### src/rtl/scanchain_ctrl_multi.sv
// Sequences NUM_CHAINS scan chains in order against a DMA command + word stream; stalls hold all counters and drop scan_se.
// Optional SCAN_CRC_EN adds a CRC-32 over every transferred word (0x10) with a compare register (0x14, STATUS[3]).
module scanchain_ctrl_multi #(
  parameter int                         NUM_CHAINS  = 2,
  parameter int                         DATA_WIDTH  = 64,
  parameter logic [16*NUM_CHAINS-1:0]   CHAIN_WORDS = {16'd0, 16'd0},
  parameter logic [4*NUM_CHAINS-1:0]    CHAIN_PREP  = {4'd0, 4'd2}
) (
  input  logic                             clk,
  input  logic                             rst,
  output logic [NUM_CHAINS-1:0]            scan_se,
  output logic                             scan_sd,
  output logic [DATA_WIDTH-1:0]            scan_di,
  input  logic [NUM_CHAINS*DATA_WIDTH-1:0] scan_do,
  input  logic                             ctrl_wen,
  input  logic [5:0]                       ctrl_waddr,
  input  logic [31:0]                      ctrl_wdata,
  input  logic                             ctrl_ren,
  input  logic [5:0]                       ctrl_raddr,
  output logic [31:0]                      ctrl_rdata,
  output logic                             cmd_valid,
  input  logic                             cmd_ready,
  output logic                             cmd_dir,
  output logic [31:0]                      cmd_count,
  input  logic                             s_in_valid,
  output logic                             s_in_ready,
  input  logic [DATA_WIDTH-1:0]            s_in_data,
  output logic                             m_out_valid,
  input  logic                             m_out_ready,
  output logic [DATA_WIDTH-1:0]            m_out_data,
  output logic                             irq
);

  function automatic logic [31:0] sum_words(input logic [16*NUM_CHAINS-1:0] w);
    logic [31:0] s;
    s = '0;
    for (int i = 0; i < NUM_CHAINS; i++) s = s + {16'd0, w[16*i +: 16]};
    return s;
  endfunction

  localparam logic [31:0] TOTAL_WORDS = sum_words(CHAIN_WORDS);
  localparam int          IDXW        = $clog2(NUM_CHAINS + 1);
  localparam logic [IDXW-1:0] END_IDX = IDXW'(NUM_CHAINS);
  localparam logic [IDXW-1:0] IDX_ONE = IDXW'(1);

  localparam logic [2:0] S_IDLE = 3'd0;
  localparam logic [2:0] S_CMD  = 3'd1;
  localparam logic [2:0] S_SEL  = 3'd2;
  localparam logic [2:0] S_PREP = 3'd3;
  localparam logic [2:0] S_SCAN = 3'd4;
  localparam logic [2:0] S_FIN  = 3'd5;

  logic [2:0]            state;
  logic [IDXW-1:0]       idx;
  logic [15:0]           word_cnt;
  logic [3:0]            prep_cnt;
  logic                  dir, irq_en, done, aborted, crc_match;
  logic [31:0]           xfer_cnt;
  logic [15:0]           cur_words;
  logic [3:0]            cur_prep;
  logic [DATA_WIDTH-1:0] cur_do;
  logic                  ctrl_wr, start_req, abort_req, busy, beat, last_word, se_on;

  always_comb begin
    cur_words = '0;
    cur_prep  = '0;
    cur_do    = '0;
    for (int i = 0; i < NUM_CHAINS; i++) begin
      if (idx == i[IDXW-1:0]) begin
        cur_words = CHAIN_WORDS[16*i +: 16];
        cur_prep  = CHAIN_PREP[4*i +: 4];
        cur_do    = scan_do[DATA_WIDTH*i +: DATA_WIDTH];
      end
    end
  end

  assign ctrl_wr   = ctrl_wen && (ctrl_waddr == 6'h00);
  assign busy      = (state != S_IDLE);
  // START is only honoured when idle, so START+ABORT while idle starts a run.
  assign start_req = ctrl_wr && ctrl_wdata[0] && !busy;
  assign abort_req = ctrl_wr && ctrl_wdata[2] && busy;
  assign beat      = (state == S_SCAN) && (dir ? s_in_valid : m_out_ready);
  assign last_word = (word_cnt == cur_words - 16'd1);

  always_ff @(posedge clk) begin
    if (rst) begin
      state    <= S_IDLE;
      idx      <= '0;
      word_cnt <= '0;
      prep_cnt <= '0;
    end else if (abort_req) begin
      state <= S_IDLE;
    end else begin
      case (state)
        S_IDLE: if (start_req) begin
          state <= S_CMD;
          idx   <= '0;
        end
        S_CMD: if (cmd_ready) state <= S_SEL;
        S_SEL: begin
          if (idx == END_IDX) begin
            state <= S_FIN;
          end else if (cur_words == 16'd0) begin
            idx <= idx + IDX_ONE;
          end else begin
            word_cnt <= '0;
            prep_cnt <= '0;
            state    <= (!dir && cur_prep != 4'd0) ? S_PREP : S_SCAN;
          end
        end
        S_PREP: begin
          if (prep_cnt == cur_prep - 4'd1) state <= S_SCAN;
          else prep_cnt <= prep_cnt + 4'd1;
        end
        S_SCAN: if (beat) begin
          if (last_word) begin
            idx   <= idx + IDX_ONE;
            state <= S_SEL;
          end else begin
            word_cnt <= word_cnt + 16'd1;
          end
        end
        S_FIN:   state <= S_IDLE;
        default: state <= S_IDLE;
      endcase
    end
  end

  always_ff @(posedge clk) begin
    if (rst) begin
      dir      <= 1'b0;
      irq_en   <= 1'b0;
      done     <= 1'b0;
      aborted  <= 1'b0;
      xfer_cnt <= '0;
    end else begin
      if (ctrl_wr && !busy) dir <= ctrl_wdata[1];
      if (ctrl_wr) irq_en <= ctrl_wdata[3];
      if (ctrl_wen && ctrl_waddr == 6'h04) begin
        if (ctrl_wdata[1]) done    <= 1'b0;
        if (ctrl_wdata[2]) aborted <= 1'b0;
      end
      // An aborting beat still completes, so it is counted here unconditionally.
      if (beat && xfer_cnt != 32'hFFFF_FFFF) xfer_cnt <= xfer_cnt + 32'd1;
      if (start_req) begin
        done     <= 1'b0;
        aborted  <= 1'b0;
        xfer_cnt <= '0;
      end
      if (state == S_FIN && !abort_req) done <= 1'b1;
      if (abort_req) begin
        aborted <= 1'b1;
        done    <= 1'b0;
      end
    end
  end

  always_comb begin
    scan_di     = '0;
    m_out_valid = 1'b0;
    m_out_data  = '0;
    s_in_ready  = 1'b0;
    se_on       = 1'b0;
    if (state == S_PREP) begin
      se_on   = 1'b1;
      scan_di = cur_do;
    end else if (state == S_SCAN) begin
      if (dir) begin
        s_in_ready = 1'b1;
        scan_di    = s_in_data;
        se_on      = s_in_valid;
      end else begin
        m_out_valid = 1'b1;
        m_out_data  = cur_do;
        scan_di     = cur_do;
        se_on       = m_out_ready;
      end
    end
    scan_se = '0;
    for (int i = 0; i < NUM_CHAINS; i++) scan_se[i] = se_on && (idx == i[IDXW-1:0]);
  end

  assign scan_sd   = dir;
  assign cmd_valid = (state == S_CMD);
  assign cmd_dir   = dir;
  assign cmd_count = TOTAL_WORDS;
  assign irq       = done & irq_en;

`ifdef SCAN_CRC_EN
  function automatic logic [31:0] crc_step(input logic [31:0] c, input logic [DATA_WIDTH-1:0] d);
    logic [31:0] r;
    r = c;
    for (int b = 0; b < DATA_WIDTH/8; b++) begin
      r = r ^ {d[8*b +: 8], 24'd0};
      for (int k = 0; k < 8; k++) r = r[31] ? ((r << 1) ^ 32'h04C1_1DB7) : (r << 1);
    end
    return r;
  endfunction

  logic [31:0] crc, crc_ref;

  always_ff @(posedge clk) begin
    if (rst) begin
      crc     <= 32'hFFFF_FFFF;
      crc_ref <= '0;
    end else begin
      if (start_req) crc <= 32'hFFFF_FFFF;
      else if (beat) crc <= crc_step(crc, dir ? s_in_data : cur_do);
      if (ctrl_wen && ctrl_waddr == 6'h14) crc_ref <= ctrl_wdata;
    end
  end

  assign crc_match = (crc == crc_ref);
`else
  logic wdata_unused;
  assign wdata_unused = ^ctrl_wdata[31:4];
  assign crc_match    = 1'b0;
`endif

  always_comb begin
    ctrl_rdata = '0;
    if (ctrl_ren) begin
      case (ctrl_raddr)
        6'h00:   ctrl_rdata = {28'd0, irq_en, 1'b0, dir, 1'b0};
        6'h04:   ctrl_rdata = {28'd0, crc_match, aborted, done, busy};
        6'h08:   ctrl_rdata = xfer_cnt;
        6'h0C:   ctrl_rdata = TOTAL_WORDS;
`ifdef SCAN_CRC_EN
        6'h10:   ctrl_rdata = crc;
        6'h14:   ctrl_rdata = crc_ref;
`endif
        default: ctrl_rdata = '0;
      endcase
    end
  end

endmodule

### config.mk
export PLATFORM = sky130hd
export DESIGN_NAME = scanchain_ctrl_multi
export DESIGN_NICKNAME = d
export VERILOG_FILES = /design/src/rtl/scanchain_ctrl_multi.sv
export SDC_FILE = /design/constraint.sdc
export NUM_CORES = 1
export LEC_CHECK = 0
export ABC_AREA = 0
export CORE_AREA = 8 8 167 169
export DETAILED_ROUTE_END_ITERATION = 7
export DIE_AREA = 0 0 175 177
export REMOVE_ABC_BUFFERS = 1
export SLEW_MARGIN = 20
export SYNTH_ARGS = -nofsm -noshare
export SYNTH_HDL_FRONTEND = slang
export SYNTH_SLANG_ARGS = --single-unit
### constraint.sdc
create_clock -name clk -period 2.6 [get_ports clk]
set_input_delay 0.39 -clock clk [delete_from_list [all_inputs] [get_ports clk]]
set_output_delay 0.39 -clock clk [all_outputs]
set_load 0.005 [all_outputs]
==> impl_metrics.csv <==
group,metric,value,unit
clock_network,clock_latency,0.33,ns
timing,relSlewSlack,56.9,%
critical_path,worstPathRequired,2.21,ns
floorplan,start_util,21.9,%
placement,io_buffers,382,
critical_path,crit_chain,"nor3b_2 > buf_4 > and2_4 > buf_12 > buf_12 > nand2_1 > o21ai_0 > clkdlybuf4s50_1",
hold_path,hp-class,"flip-flop to flip-flop",
global_routing,antenna_found_initial,22,
logic_synthesis,async_reset_ff_share,0,%
floorplan,die_h,177,um
timing,slew_violations,0,
critical_path,slowest_stage,"clkdlybuf4s50_1",
routing,drc,0,
logic_synthesis,netlist_instances,898,
clock_network,cts_tree,"done",
power,power_density,243,mW/mm2
clock_network,numCtsBuffers,9,
critical_path,max_stage_delay,0.52,ns
logic_synthesis,ys_ff_latch,61,
global_routing,use_met2,33.6,%
routing,routed_wl,33500,um
routing,route.vias.total,7868,
logic_synthesis,yosys-top-cells-area,"dfxtp_1 (22%), nor2_1 (11%), nand2_1 (11%), a21oi_1 (9.3%), o21ai_0 (8.2%)",
timing,clock_skew,0.00645,ns
routing,drtIter0Drc,365,
logic_synthesis,yosysSeqAreaShare,21.9,%
critical_path,crit_top_cell,"buf_12",
hold_path,min_from,"word_cnt[10]$_SDFFE_PP0P_",
critical_path,cpLargestDelayFamily,"buffers and inverters",
critical_path,path_class,"flip-flop to output port",
power,leakage,0.00535,uW
placement,dp_hpwl,26700,um
logic_synthesis,synth_ff_type,"dfxtp_1",
clock_network,htreeDepth,3,
logic_synthesis,netlist_area,0.00558,mm2
clock_network,cts.hold.buffers_added,0,
clock_network,clockBufferDepth,2,
global_routing,grt_pass1_wl,48400,um
floorplan,coreArea,0.0255,mm2
floorplan,die-area,0.0310,mm2
routing,via_per_inst,4.74,
critical_path,path_max_fanout,22,
critical_path,rr_startpoint,"state[2]$_SDFFE_PP0P_",
timing,post-route-period-util,99.7,%
timing,tightest_slew,0.642,ns
clock_network,cts_sinks,61,
global_routing,use_met3,9.28,%
critical_path,cp.arrival,2.20,ns
floorplan,io_pins,443,
critical_path,start_kind,"flip-flop",
logic_synthesis,yosys.area.top_type,"dfxtp_1",
finish,fin_nets,1565,
clock_network,cts_root_buffer,"clkbuf_16",
timing,tns,0,ns
global_routing,first_global_vias,7695,
critical_path,crit_start,"state[2]$_SDFFE_PP0P_",
global_routing,grt_util_met1,23.8,%
routing,ant_nets,0,
floorplan,rows,59,
power,total_power,2670,uW
finish,area_growth_syn_to_layout,96.8,%
clock_network,clk_pin_slew,0.05,ns
floorplan,die_x,175,um
routing,routedWlPerCell,20.2,um
timing,setup_violations,0,
global_routing,grt_usage,20.6,%
placement,gp_congestion,0.834,
logic_synthesis,syn_area_per_cell,6.22,um2
logic_synthesis,synth_edf_count,0,
status,status,"completed",
critical_path,end_kind,"output port",
routing,drt_pass1_iterations,4,
power,vdd_drop_max,287,uV
logic_synthesis,synth.distinct_cells,55,
timing,rsz0062_at_grt,"true",
global_routing,grt_overflow_total,0,
logic_synthesis,yosysWarnings,0,
critical_path,critPathBufInv,4,
timing,fin_crit,2.59,ns
global_routing,grt_max_degree,65,
logic_synthesis,synth_top_cell_area_share,21.9,%
finish,drive_gt1_share,13.6,%
job,cap_violations,0,
timing,max_freq,386,MHz
timing,hold_viol,0,
global_routing,grt_busiest_layer,"met2",
-- what timing repair did --
action / 4_1_cts / 5_1_grt
setup endpoints to repair: 156 / 67
endpoints found under the hold margin: 0 / 0
resized for setup: 147 / 79
gates cloned: 5 / 1
pin swaps: 7 / 4
setup buffers: 17 / 3
-- Yosys cell counts, types with 5 or more instances --
library cell	instances
a211oi_1	6
a21oi_1	104
and2_1	32
buf_1	6
buf_4	34
clkbuf_1	50
dfxtp_1	61
ha_1	7
inv_1	11
mux2i_1	8
nand2_1	160
nand3_1	15
nand4_1	14
nor2_1	162
nor2b_1	5
nor3_1	7
o21a_1	7
o21ai_0	91
o31ai_1	11
or3_1	27
or4_1	9
xnor2_1	5
xor2_1	5
-- worst paths after layout --
kind,endpoint,slack [ns],depth (start not counted)
worst max-delay path,scan_di[55],0.009,8
worst min-delay path,word_cnt[10]$_SDFFE_PP0P_,0.48,2
worst max register to register,xfer_cnt[28]$_SDFFE_PP0P_,0.22,7
worst min register to register,word_cnt[10]$_SDFFE_PP0P_,0.48,2
-- through the flow --
| stage | instances | worst slack, ns | cell area (um2) | utilization (%) | hold slack [ns] |
|---|---|---|---|---|---|
| CTS | 1651 | -0.0682 | 10700 | 42.2 | 0.486 |
| global route | 1660 | -0.0977 | 11000 | 43.1 | 0.501 |
| floorplan | 835 | -1.62 | 5210 | - | 0.438 |
| detailed placement | 1614 | -0.179 | 10100 | 39.6 | 0.478 |
| global placement | 1614 | -0.124 | 10100 | 39.6 | 0.464 |
| finish | 1660 | 0.00867 | 11000 | 43.1 | 0.482 |
-- where the power goes --
part,switching [uW],total (uW),internal (uW),leakage [uW]
Clock,401,1190,789,0.000143
Combinational,194,547,353,0.00471
Sequential,0.201,936,935,0.000493
-- kinds of logic (layout without fill, tap and decap cells) --
family / Yosys count / count (layout) / synth area share [%]
multiplexers: 9 / 9 / 1.64
XOR/XNOR: 10 / 10 / 1.57
flip-flops: 61 / 61 / 21.9
AO/OA/AOI/OAI: 241 / 241 / 24.6
AND/OR/NAND/NOR: 464 / 464 / 39.3
buffers and inverters: 105 / 495 / 9.44
adder cells (fa/ha/maj): 7 / 7 / 1.57
other: 1 / 38 / 0.0672
-- per-layer routing --
layer  routed length [um]  up-vias
li1                     -     3875
met1                13600     3628
met2                15600      286
met3                 3430       55
met4                  779       24
met5                  149        -
-- final cells by class --
type,count,area [um2]
fill,2714,14500
timing repair buffer,469,4770
multi-input combinational,763,4210
sequential,61,1230
tap,335,419
clock buffer,14,264
inverter,11,46.3
clock inverter,1,30.0
antenna,6,15.0
-- cell usage in the layout (no fill, tap or decap), types with 7 or more instances in the layout --
master / count
clkdlybuf4s50_1: 246
dlymetal6s2s_1: 43
o31ai_1: 10
clkbuf_16: 10
dlygate4sd2_1: 91
nand3_1: 15
nor3_1: 7
a21oi_1: 74
inv_1: 8
or4_1: 9
buf_12: 13
a21oi_2: 29
nand2_1: 159
conb_1: 32
dfxtp_1: 58
and2_1: 30
mux2i_1: 8
nor2_2: 12
nand4_1: 14
o21a_1: 7
buf_4: 62
or3_1: 27
nor2_1: 148
o21ai_0: 85
-- sequential cells by signal (all words and copies together), names as in the netlist --
signal,count
word_cnt,16
prep_cnt,4
cmd_dir,1
state,3
xfer_cnt,32
aborted,1
idx,2
done,1
irq_en,1
-- tightest hold or removal path, delay by kind of cell (launching register included) --
kind	cells	cell delay, ns
AOI/OAI and AO/OA	2	0.12
DFF	1	0.31
No activity file was read; power rests on OpenSTA's default activity.
